## config.mk

```make
export PLATFORM = sky130hd
export DESIGN_NAME = strassen_q_scheduler
export DESIGN_NICKNAME = d
export VERILOG_FILES = /design/src/rtl/strassen_pkg.sv /design/src/rtl/strassen_prio_pick.sv /design/src/rtl/strassen_q_scheduler.sv
export SDC_FILE = /design/constraint.sdc
export NUM_CORES = 1
export LEC_CHECK = 0
export ABC_AREA = 1
export CAP_MARGIN = 20
export CORE_ASPECT_RATIO = 1.2
export CORE_MARGIN = 8
export CORE_UTILIZATION = 25
export DETAILED_ROUTE_END_ITERATION = 10
export GPL_TIMING_DRIVEN = 0
export PLACE_DENSITY = 0.5
export SLEW_MARGIN = 20
export SYNTH_ARGS = -nofsm -noshare
export SYNTH_HDL_FRONTEND = slang
export SYNTH_HIERARCHICAL = 1
export SYNTH_SLANG_ARGS = --single-unit
```

## constraint.sdc

```tcl
create_clock -name clk -period 2.4 [get_ports clk]
set_input_delay 0.36 -clock clk [delete_from_list [all_inputs] [get_ports clk]]
set_output_delay 0.36 -clock clk [all_outputs]
set_load 0.03 [all_outputs]
```

## src/rtl/strassen_pkg.sv

```systemverilog
`default_nettype none
// ---------------------------------------------------------------------------
// strassen_pkg : shared types/constants for the level-1 Strassen Q scheduler
// Rev 1.0
// ---------------------------------------------------------------------------
package strassen_pkg;

  typedef enum logic [1:0] {
    IDLE   = 2'd0,
    RUN    = 2'd1,
    FINISH = 2'd2
  } state_t;

  typedef enum logic [1:0] {
    FREE = 2'd0,
    BUSY = 2'd1,
    PEND = 2'd2
  } unit_st_t;

  localparam int NUM_JOBS_DEF = 7;
  localparam int IDXW_DEF     = 3;

endpackage
`default_nettype wire

```

## src/rtl/strassen_prio_pick.sv

```systemverilog
`default_nettype none
// ---------------------------------------------------------------------------
// strassen_prio_pick : lowest-index-first picker over an N-bit request vector
// Rev 1.0
// ---------------------------------------------------------------------------
module strassen_prio_pick #(
  parameter int N = 2
) (
  input  logic [N-1:0] req,
  output logic         valid,
  output logic [1:0]   idx
);

  // Scanning downward lets the lowest set bit overwrite any higher one.
  always_comb begin
    valid = 1'b0;
    idx   = 2'd0;
    for (int i = N - 1; i >= 0; i--) begin
      if (req[i]) begin
        valid = 1'b1;
        idx   = 2'(i);
      end
    end
  end

endmodule
`default_nettype wire

```

## src/rtl/strassen_q_scheduler.sv

```systemverilog
`default_nettype none
// ---------------------------------------------------------------------------
// strassen_q_scheduler : dispatches Q1..Q7 onto NUM_UNITS level-2 engines and
// serialises their writebacks into the Q bank.  Rev 1.0
// ---------------------------------------------------------------------------
module strassen_q_scheduler
  import strassen_pkg::*;
#(
  parameter int NUM_JOBS  = NUM_JOBS_DEF,
  parameter int NUM_UNITS = 2,
  parameter int IDXW      = IDXW_DEF
) (
  input  logic                      clk,
  input  logic                      rst,
  input  logic                      start,
  input  logic                      abort,
  output logic                      busy,
  output logic                      done,
  output logic                      err,
  output logic [NUM_UNITS-1:0]      unit_start,
  output logic [NUM_UNITS*IDXW-1:0] unit_job,
  output logic [IDXW-1:0]           src_sel,
  input  logic [NUM_UNITS-1:0]      unit_done,
  output logic                      q_wr_en,
  output logic [IDXW-1:0]           q_wr_idx,
  output logic [1:0]                q_wr_unit
);

  localparam int              CNTW   = IDXW + 1;
  localparam logic [CNTW-1:0] JOBS_C = CNTW'(NUM_JOBS);

  state_t               state, state_nx;
  unit_st_t             ust   [NUM_UNITS];
  logic [IDXW-1:0]      job_q [NUM_UNITS];
  logic [NUM_UNITS-1:0] stale;
  logic [CNTW-1:0]      issued, written;

  logic                 accept, run_ok, issue_en, wb_en;
  logic                 free_vld, wb_vld;
  logic [1:0]           free_idx, wb_idx;
  logic [NUM_UNITS-1:0] free_vec, wb_req, spur_vec, issue_vec, wb_vec;
  logic [CNTW-1:0]      issued_base, written_base, issued_nx, written_nx;
  logic [IDXW-1:0]      next_job, wb_job;

  // A stale engine was busy when a run was aborted; its late done is dropped.
  always_comb begin
    free_vec = '0;
    wb_req   = '0;
    spur_vec = '0;
    for (int u = 0; u < NUM_UNITS; u++) begin
      free_vec[u] = (ust[u] == FREE);
      wb_req[u]   = (ust[u] == PEND) ||
                    ((ust[u] == BUSY) && unit_done[u] && !stale[u]);
      spur_vec[u] = unit_done[u] && (ust[u] != BUSY);
    end
  end

  strassen_prio_pick #(.N(NUM_UNITS)) u_pick_free (
    .req   (free_vec),
    .valid (free_vld),
    .idx   (free_idx)
  );

  strassen_prio_pick #(.N(NUM_UNITS)) u_pick_pend (
    .req   (wb_req),
    .valid (wb_vld),
    .idx   (wb_idx)
  );

  always_comb begin
    accept       = (state == IDLE) && start && !abort;
    run_ok       = (state == RUN) && !abort;
    issued_base  = accept ? '0 : issued;
    written_base = accept ? '0 : written;
    next_job     = issued_base[IDXW-1:0];
    issue_en     = free_vld && (accept || run_ok) && (issued_base < JOBS_C);
    wb_en        = wb_vld && run_ok;
    issued_nx    = issued_base + CNTW'(issue_en);
    written_nx   = written_base + CNTW'(wb_en && (written_base < JOBS_C));
    issue_vec    = '0;
    wb_vec       = '0;
    wb_job       = '0;
    for (int u = 0; u < NUM_UNITS; u++) begin
      issue_vec[u] = issue_en && (free_idx == 2'(u));
      wb_vec[u]    = wb_en && (wb_idx == 2'(u));
      if (wb_idx == 2'(u)) wb_job = job_q[u];
    end
  end

  always_comb begin
    state_nx = state;
    case (state)
      IDLE:    if (accept) state_nx = RUN;
      RUN:     if ((issued == JOBS_C) && (written == JOBS_C)) state_nx = FINISH;
      FINISH:  state_nx = IDLE;
      default: state_nx = IDLE;
    endcase
    if (abort) state_nx = IDLE;
  end

  always_ff @(posedge clk or posedge rst) begin
    if (rst) state <= IDLE;
    else     state <= state_nx;
  end

  always_ff @(posedge clk or posedge rst) begin
    if (rst) begin
      for (int u = 0; u < NUM_UNITS; u++) begin
        ust[u]   <= FREE;
        job_q[u] <= '0;
      end
      stale <= '0;
    end else begin
      for (int u = 0; u < NUM_UNITS; u++) begin
        if (issue_vec[u]) begin
          ust[u]   <= BUSY;
          job_q[u] <= next_job;
          stale[u] <= 1'b0;
        end else begin
          case (ust[u])
            BUSY: begin
              if (unit_done[u]) begin
                stale[u] <= 1'b0;
                if (stale[u] || !run_ok || wb_vec[u]) ust[u] <= FREE;
                else                                  ust[u] <= PEND;
              end else if (abort) begin
                stale[u] <= 1'b1;
              end
            end
            PEND:    if (abort || wb_vec[u]) ust[u] <= FREE;
            default: ;
          endcase
        end
      end
    end
  end

  always_ff @(posedge clk or posedge rst) begin
    if (rst) begin
      issued     <= '0;
      written    <= '0;
      busy       <= 1'b0;
      done       <= 1'b0;
      err        <= 1'b0;
      unit_start <= '0;
      src_sel    <= '0;
      q_wr_en    <= 1'b0;
      q_wr_idx   <= '0;
      q_wr_unit  <= 2'd0;
    end else begin
      issued     <= issued_nx;
      written    <= written_nx;
      busy       <= (state_nx != IDLE);
      done       <= (state_nx == FINISH);
      err        <= (err && !accept) || (|spur_vec);
      unit_start <= issue_vec;
      q_wr_en    <= wb_en;
      if (issue_en) src_sel <= next_job;
      if (wb_en) begin
        q_wr_idx  <= wb_job;
        q_wr_unit <= wb_idx;
      end
    end
  end

  for (genvar g = 0; g < NUM_UNITS; g++) begin : g_unit_job
    assign unit_job[g*IDXW +: IDXW] = job_q[g];
  end

endmodule
`default_nettype wire

```

==> flow_summary.yaml, run 1 <==
run_status:
  outcome: "complete, no violations"
critical_path:
  ff2ff_path_depth: 11
  rr_startpoint: "ust[1]$_DFFE_PP0P_"
  r2r-end: "written[3]$_DFF_PP0_"
  crit_type: "input port to flop"
  slowest_stage: "clkdlybuf4s50_1"
  cp_common_cell: "ha_1"
  crit_end: "issued[2]$_DFF_PP0_"
  crit_required_ps: 2570
  cp-start-kind: "input port"
  rrSetupSlack_ps: 320
  critPathArrivalTime_ps: 2310
  cpPeakStageDelay_ps: 670
  cp-end-kind: "flop"
  cp_cell_sequence: "clkdlybuf4s50_1 > nor2_2 > nand2_2 > buf_6 > nand2_4 > nand2_1 > inv_1 > ha_1 > ha_1 > xor2_1"
  critPathLaunch: "abort"
  crit_fanout: 10
sta:
  slew_viol_final: 0
  fin_crit_ps: 2140
  fin_crit_sh_pct: 89.2
  fmax_mhz: 467
  setup-tns-final_ps: 0
  setup_viol: 0
  clock_skew_ps: 7.01
  rsz0062_at_grt: "false"
  fin_ws_ps: 259
  hold_viol_final: 0
clock_network:
  cts_made_buffers: 5
  hold_buffers: 0
  path_clk_slew_ps: 80
  cts_tree: "done"
  root_buffer: "clkbuf_8"
  clk_latency_ps: 290
  clockBufferDepth: 2
  htree_num_levels: 2
  cts.sinks: 36
global_routing:
  track_usage_pct: 8.86
  grt_max_degree: 29
  grt_pass1_wl_um: 7160
  overflow: 0
  grt_pass1_vias: 1534
  antenna_found_initial: 0
routing:
  routedWlPerCell_um: 11.8
  drt_iter0_markers: 72
  via_count: 1411
  finalWirelength_um: 3970
  drt_first_pass_iters: 4
  drc: 0
  vias_per_cell: 4.19
  drtAntennaViolNets: 0
place:
  pre_cts_slack_ps: -133
  dp_hpwl_um: 3030
  gp_congestion: 0.772
  place.port_buffers: 25
  dpl-instance-area_mm2: 0.00219
  dp_cells: 329
die:
  core_area_mm2: 0.00715
  top_level_ports: 26
  dieArea_mm2: 0.0102
  rows: 34
  die_x_um: 93.7
  die_y_um: 109
  start_util_pct: 25.3
cells_and_area:
  antenna_cells: 0
  fin_area_mm2: 0.00232
  instances_no_fill: 337
  drive_gt1_share_pct: 15.0
  layout_commonest_cell: "nand2_1"
  layout_common_cells: "nand2_1 (54), inv_1 (37), dfrtp_1 (36), clkdlybuf4s50_1 (25), nand3_1 (14)"
  nets: 256
  fillers: 773
  area_growth_pct: 28.0
yosys:
  yosys_warnings: 6
  ys_ff_latch: 36
  synth_cells: 213
  syn_area_mm2: 0.00181
  ys_top_cells_by_area: "dfrtp_1 (50%), nand2_1 (11%), inv_1 (7.9%)"
  yosys.area.top_type_share_pct: 49.8
  synth_top_cell_by_area: "dfrtp_1"
  seq_area_frac_synth_pct: 49.8
  synth-xor-area-share_pct: 1.45
  synth_edf_count: 0
  synth_compound_area_share_pct: 9.13
  synth_top_family_by_area: "simple AND/OR/NAND/NOR gates"
  synth_cell_type_count: 27
  syn_nets: 223
  muxShareOfSynthArea_pct: 0
  synthFlopType: "dfrtp_1"
  synth-simple-area-share_pct: 25.7
  postSynth.asyncResetShare_pct: 100
  synthAdderAreaFrac_pct: 2.77
  avgSynthCellArea_um2: 8.49
flow_run:
  drv_cap: 0
power_and_ir_drop:
  p_leak_nw: 1.20
  powerDensity_mw_per_mm2: 1050
  ir_worst_vdd_uv: 547
hold_path:
  hold_class: "input port to async pin"
[logic make-up after synthesis]
| group | after synthesis |
|---|---|
| XOR/XNOR | 3 |
| buffers and inverters | 44 |
| other | 2 |
| AND/OR/NAND/NOR | 101 |
| flip-flops | 36 |
| AO/OA/AOI/OAI | 23 |
| adder cells (fa/ha/maj) | 4 |
[cell usage after synthesis (2+ instances only)]
cell      count
xor2_1        2
nand2_2       2
nor3_1        2
nand3_4       2
buf_6         3
o21ai_0       7
ha_1          4
conb_1        2
buf_4         2
a21oi_1       4
o21ai_2       4
nand4_1       4
o211ai_2      2
inv_1        38
nor2_2        5
nor2_1       15
o31ai_1       2
dfrtp_1      36
nand3_1      14
nand2_1      55
o21ai_1       2
[cell type report]
| cell class | instances | area, µm² | area share [%] |
|---|---|---|---|
| inverter | 39 | 146 | 6.32 |
| clock buffer | 5 | 68.8 | 2.97 |
| multi-input combinational | 133 | 726 | 31.3 |
| clock inverter | 3 | 42.5 | 1.84 |
| tap | 90 | 113 | 4.86 |
| sequential | 36 | 901 | 38.9 |
| buffer | 5 | 48.8 | 2.11 |
| timing repair buffer | 26 | 270 | 11.7 |
[worst max-delay path, delay by kind of cell]
family	cells	cell delay (ps)
adders and majority gates	2	400
xor gates and xnor gates	1	150
buffers and inverters	3	900
and+or+nand+nor	4	490
[what timing repair did]
item | in CTS | in global routing
resized for setup | 0 | 4
setup endpoints to repair | 0 | 4
setup buffers | 0 | 0
[where the power goes]
group | switching [mW] | internal (mW) | total, mW
Combinational | 0.619 | 0.378 | 0.996
Sequential | 0.122 | 0.780 | 0.902
Clock | 0.229 | 0.307 | 0.537
Total | 0.969 | 1.47 | 2.43
[sequential cells by signal (all words and copies together) (netlist names), 2 cells and up]
name	count
q_wr_idx	3
written	4
stale	2
issued	4
q_wr_unit	2
src_sel	3
unit_start	2
unit_job	6
ust	4
state	2
[worst min path at each step]
stage / endpoint / slack [ps] / from / depth (start not counted)
after CTS: stale[1]$_DFFE_PP0P_ / 320 / rst / 2
final: stale[1]$_DFFE_PP0P_ / 300 / rst / 2
after detailed placement: q_wr_unit[1]$_DFFE_PP0P_ / 460 / q_wr_unit[1]$_DFFE_PP0P_ / 2
after global routing: stale[1]$_DFFE_PP0P_ / 320 / rst / 2
after floorplan: done$_DFF_PP0_ / 430 / abort / 1
after global placement: q_wr_unit[1]$_DFFE_PP0P_ / 460 / q_wr_unit[1]$_DFFE_PP0P_ / 2
[stage by stage]
stage	hold slack [ps]	power (mW)	utilization, %
global route	321	2.64	32.4
floorplan	433	1.56	-
detailed placement	463	1.91	30.7
CTS	318	2.46	32.2
finish	301	2.43	32.4
global placement	459	1.89	30.4
[metal layers]
metal | share of wire, % | vias to the layer above | GRT usage (%)
li1 | - | 724 | -
met1 | 43 | 653 | 9.74
met2 | 49 | 26 | 15.3
met3 | 6.1 | 8 | 3.24
met4 | 1.6 | 0 | 3.29
met5 | 0 | - | 0
Note: power is estimated with default switching activity, not from simulation.
==> inputs of run 2 (changes only) <==
CORE_ASPECT_RATIO = default   (was 1.2)
PLACE_DENSITY = 0.51   (was 0.5)
clock period = 1.85 ns   (was 2.4 ns; I/O delays follow)
==> run 2 against run 1 <==
Effect of this change: first-iteration DRC count shrank 60%; count of clock-buffer cells in the layout is the same; cell count grew 6.5%; cell area grew 7.7%; critical path depth grew 2; core utilization grew 2.6 points; combinational power grew 50%; register-to-register slack lost 260 ps; clock skew shrank 4.3 ps; via count grew 3.8%; power grew 33%; non-clock buffer count grew 13; critical path type is now flop to flop; largest power group unchanged.
==> flow_summary.yaml, run 2 (same netlist as run 1, synthesis figures left out) <==
run_status:
  outcome: "complete, no violations"
power_and_ir_drop:
  ir_worst_vdd_uv: 607
  p_switching_mw: 1.35
  pwr-share-seq_pct: 36.5
  p_leak_nw: 1.28
  clock_power_share_pct: 17.4
  p_int_mw: 1.88
  power_frac_comb_pct: 46.1
  powerDensity_mw_per_mm2: 1290
  switching_share_pct: 41.8
critical_path:
  slowest_stage: "dfrtp_1"
  path_buf_inv: 3
  crit_cells: 12
  critPathArrivalTime_ps: 1970
  critical_path.top_delay_family: "simple AND/OR/NAND/NOR gates"
  crit_fanout: 5
  crit_required_ps: 2030
  cp-start-kind: "flop"
  cp_cell_sequence: "nor2_4 > inv_2 > o31ai_2 > inv_1 > nor2_2 > nand4_1 > nor2_4 > nor2_2 > nand2_1 > inv_1 > nand3_1 > nand2_1"
  ff2ff_path_depth: 12
  cp-end-kind: "flop"
  cpPeakStageDelay_ps: 430
  crit_type: "flop to flop"
sta:
  fin_crit_sh_pct: 96.8
  rsz0062_at_grt: "true"
  fmax_mhz: 558
  slew_viol_final: 0
  hold_viol_final: 0
  fin_crit_ps: 1790
  setup_viol: 0
  whs_ps: 275
  clock_skew_ps: 2.74
  setup-tns-final_ps: 0
clock_network:
  clockBufferDepth: 2
  hold_buffers: 0
  path_clk_slew_ps: 80
  htree_num_levels: 2
  cts_made_buffers: 5
  clk_latency_ps: 280
  root_buffer: "clkbuf_8"
  cts_tree: "done"
  cts.sinks: 36
global_routing:
  track_usage_pct: 8.95
  grt_pass1_vias: 1534
  overflow: 0
  antenna_found_initial: 0
  grt_pass1_wl_um: 7220
  grt_max_degree: 23
routing:
  finalWirelength_um: 4270
  routedWlPerCell_um: 11.9
  drt_iter0_markers: 29
  drt_first_pass_iters: 4
  vias_per_cell: 4.08
  drc: 0
  drtAntennaViolNets: 0
  via_count: 1465
die:
  dieArea_mm2: 0.0102
  die_x_um: 101
  core_area_mm2: 0.00714
  die_y_um: 101
  start_util_pct: 25.4
  top_level_ports: 26
  rows: 31
cells_and_area:
  nets: 269
  area_growth_pct: 37.9
  drive_gt1_share_pct: 25.0
  layout_common_cells: "nand2_1 (52), dfrtp_1 (36), inv_1 (33), clkdlybuf4s50_1 (24), buf_4 (15)"
  final_util_pct: 35.0
  layout_commonest_cell: "nand2_1"
  fin_area_mm2: 0.00249
  largest_reg_flops: 6
  antenna_cells: 0
place:
  place.port_buffers: 25
  dp_hpwl_um: 3010
  gp_congestion: 0.750
  dpl-instance-area_mm2: 0.00222
hold_path:
  hold_class: "input port to async pin"
flow_run:
  drv_cap: 0
[run 2: cell types whose count changed in the layout (fill, tap and decap cells not counted), moves of 2 or more]
cell,before,now
nor2_1,13,10
nand2_4,1,3
nand2_1,54,52
nor2_4,0,4
inv_1,37,33
ha_1,4,2
buf_4,2,15
inv_2,2,6
[run 2: path summary, 6_finish.rpt]
check	end	slack, ps	from
worst max-delay path	ust[1]$_DFFE_PP0P_	60	ust[1]$_DFFE_PP0P_
worst min-delay path	written[0]$_DFF_PP0_	270	rst
worst max register to register	ust[1]$_DFFE_PP0P_	60	ust[1]$_DFFE_PP0P_
worst min register to register	q_wr_unit[0]$_DFFE_PP0P_	480	q_wr_unit[0]$_DFFE_PP0P_
max in group asynchronous	q_wr_idx[2]$_DFFE_PP0P_	1140	rst
min in group clk	q_wr_unit[0]$_DFFE_PP0P_	480	q_wr_unit[0]$_DFFE_PP0P_
[run 2: final cells by class]
type	count	area, µm²
well taps	99	124
fillers	765	4640
clock buffers	5	68.8
plain buffers	5	48.8
inverters	39	146
repair buffers	39	374
multi-input cells	133	813
flip-flops and latches	36	901
clock inverters	3	18.8
[run 2: power groups by stage]
stage | sequential [mW] | clock [mW] | combinational [mW]
after floorplan | 1.42 | 0 | 0.618
after global placement | 1.19 | 0 | 1.28
after detailed placement | 1.18 | 0 | 1.31
after CTS | 1.17 | 0.590 | 1.45
after global routing | 1.21 | 0.623 | 1.63
final | 1.18 | 0.562 | 1.49
[run 2: timing repair]
item | CTS | global route
pin swaps | 5 | 8
endpoints found under the setup margin | 12 | 11
endpoints found under the hold margin | 0 | 0
buffers inserted | 8 | 5
gates resized for setup | 16 | 11
[run 2: metrics by stage]
step	power, mW	instances	setup slack [ps]
3_3_place_gp	2.47	337	-541
6_report	3.23	359	58.7
3_5_place_dp	2.49	338	-533
5_1_grt	3.47	359	-61.3
2_1_floorplan	2.04	213	4.21
4_1_cts	3.21	354	16.6
[run 2: layer usage]
layer	part of all wire, %	global-route usage, %
met5	0	0
met4	1.0	2.86
met3	5.0	3.18
met2	47	14.4
met1	47	10.8
==> inputs of run 3 (changes only) <==
PLACE_DENSITY = 0.5   (was 0.51)
clock period = 2.12 ns   (was 1.85 ns; I/O delays follow)
==> run 3 against run 2 <==
Effect of this change: clock power shrank 7.1%; maximum frequency down 9.9%; power shrank 17%; combinational power shrank 23%; worst setup slack gained 74 ps; non-clock buffer count is 12 lower; critical path type unchanged; core utilization fell by 2.1 points.
==> flow_summary.yaml, run 3 (same netlist as run 1, synthesis figures left out) <==
power_and_ir_drop:
  p_switching_mw: 1.11
  pwr-share-seq_pct: 38.0
  p_leak_nw: 1.21
  powerDensity_mw_per_mm2: 1150
  clock_power_share_pct: 19.4
  p_int_mw: 1.58
  ir_worst_vdd_uv: 538
  switching_share_pct: 41.2
  power_frac_comb_pct: 42.5
cells_and_area:
  layout_commonest_cell: "nand2_1"
  fillers: 787
  area_growth_pct: 29.5
  antenna_cells: 0
  drive_gt1_share_pct: 16.1
  largest_reg_flops: 6
  layout_common_cells: "nand2_1 (53), inv_1 (37), dfrtp_1 (36), clkdlybuf4s50_1 (24), nand3_1 (14)"
  nets: 257
  fin_area_mm2: 0.00234
routing:
  drt_first_pass_iters: 4
  drt_iter0_markers: 51
  finalWirelength_um: 3950
  routedWlPerCell_um: 11.4
  via_count: 1411
  drc: 0
  vias_per_cell: 4.07
  drtAntennaViolNets: 0
sta:
  hold_viol_final: 0
  setup_viol: 0
  fin_ws_ps: 133
  fmax_mhz: 503
  fin_crit_ps: 1990
  clock_skew_ps: 4.13
  slew_viol_final: 0
  fin_crit_sh_pct: 93.7
  rsz0062_at_grt: "true"
global_routing:
  antenna_found_initial: 0
  track_usage_pct: 8.35
  grt_pass1_wl_um: 6730
  overflow: 0
  grt_max_degree: 25
  grt_pass1_vias: 1456
critical_path:
  crit_fanout: 7
  crit_type: "flop to flop"
  ff2ff_path_depth: 11
  critical_path.top_delay_family: "compound AO/OA/AOI/OAI gates"
  rrSetupSlack_ps: 130
  cpPeakStageDelay_ps: 440
  cp_common_cell: "inv_1"
  cp-start-kind: "flop"
  rr_startpoint: "ust[1]$_DFFE_PP0P_"
  cp-end-kind: "flop"
  slowest_stage: "dfrtp_1"
  r2r-end: "written[3]$_DFF_PP0_"
  cp_cell_sequence: "nor2_2 > inv_1 > o31ai_1 > inv_1 > nand2_2 > nand2_4 > a21oi_2 > ha_1 > nand2_1 > o21ai_0 > a21oi_1"
  critPathArrivalTime_ps: 2170
  path_buf_inv: 2
  crit_required_ps: 2300
flow_run:
  drv_cap: 0
clock_network:
  root_buffer: "clkbuf_8"
  htree_num_levels: 2
  cts_made_buffers: 5
  cts.sinks: 36
  clockBufferDepth: 2
  path_clk_slew_ps: 80
  hold_buffers: 0
  clk_latency_ps: 290
  cts_tree: "done"
place:
  dp_hpwl_um: 2990
  pre_cts_slack_ps: -377
  place.port_buffers: 25
  dpl-instance-area_mm2: 0.00220
  gp_congestion: 0.765
die:
  rows: 31
  die_y_um: 101
  dieArea_mm2: 0.0102
  core_area_mm2: 0.00714
  die_x_um: 101
  top_level_ports: 26
  start_util_pct: 25.4
hold_path:
  hold_class: "input port to async pin"
run_status:
  outcome: "complete, no violations"
==> run 3: repair_timing <==
item                       in CTS  in global routing
gates resized for setup         4                  7
pin swaps                       0                  1
buffers inserted                0                  1
setup endpoints to repair       4                  7
==> run 3: cell type report <==
cell class	count	area [µm²]	area share [%]
sequential	36	901	38.4
multi-input combinational	133	749	32.0
timing repair buffer	27	280	12.0
inverter	39	146	6.25
tap	99	124	5.29
clock buffer	7	86.3	3.68
buffer	5	48.8	2.08
clock inverter	1	7.51	0.320
==> run 3: worst register-to-register path: cells and delay by family (launching register included) <==
family	cells	cell delay, ps
AO/OA/AOI/OAI	4	560
flip-flops	1	440
AND/OR/NAND/NOR	4	490
adder cells (fa/ha/maj)	1	190
buffers and inverters	2	220
==> run 3: worst max-delay path by stage <==
stage                       start                   end  cells past startpoint
2_1_floorplan  ust[3]$_DFFE_PP0P_  written[3]$_DFF_PP0_                     11
3_3_place_gp         unit_done[0]  written[3]$_DFF_PP0_                     11
3_5_place_dp         unit_done[0]  written[3]$_DFF_PP0_                     11
4_1_cts        ust[3]$_DFFE_PP0P_  written[3]$_DFF_PP0_                     11
5_1_grt        ust[1]$_DFFE_PP0P_  written[3]$_DFF_PP0_                     11
6_report       ust[1]$_DFFE_PP0P_  written[3]$_DFF_PP0_                     11
==> run 3: per-layer routing <==
layer | vias to the layer above | part of all wire (%) | GRT usage, %
met5 | - | 0 | 0
met3 | 7 | 5.1 | 2.97
met4 | 0 | 1.2 | 3.09
met2 | 23 | 44 | 12.9
li1 | 727 | - | -
met1 | 654 | 49 | 10.4
==> run 3: power by group through the flow <==
| stage | Sequential [mW] | Clock, mW | Combinational, mW |
|---|---|---|---|
| 2_1_floorplan | 1.24 | 0 | 0.531 |
| 3_3_place_gp | 1.04 | 0 | 1.11 |
| 3_5_place_dp | 1.03 | 0 | 1.12 |
| 4_1_cts | 1.03 | 0.537 | 1.14 |
| 5_1_grt | 1.05 | 0.562 | 1.26 |
| 6_report | 1.02 | 0.522 | 1.14 |
==> run 3: through the flow <==
stage / power (mW) / utilization, % / hold slack, ps / instances / TNS, ps
2_1_floorplan: 1.77 / - / 391 / 213 / 0
3_3_place_gp: 2.14 / 30.6 / 461 / 337 / -2010
3_5_place_dp: 2.16 / 30.9 / 468 / 338 / -2210
4_1_cts: 2.71 / 32.4 / 298 / 346 / 0
5_1_grt: 2.88 / 32.8 / 315 / 347 / -36.7
6_report: 2.69 / 32.8 / 285 / 347 / 0
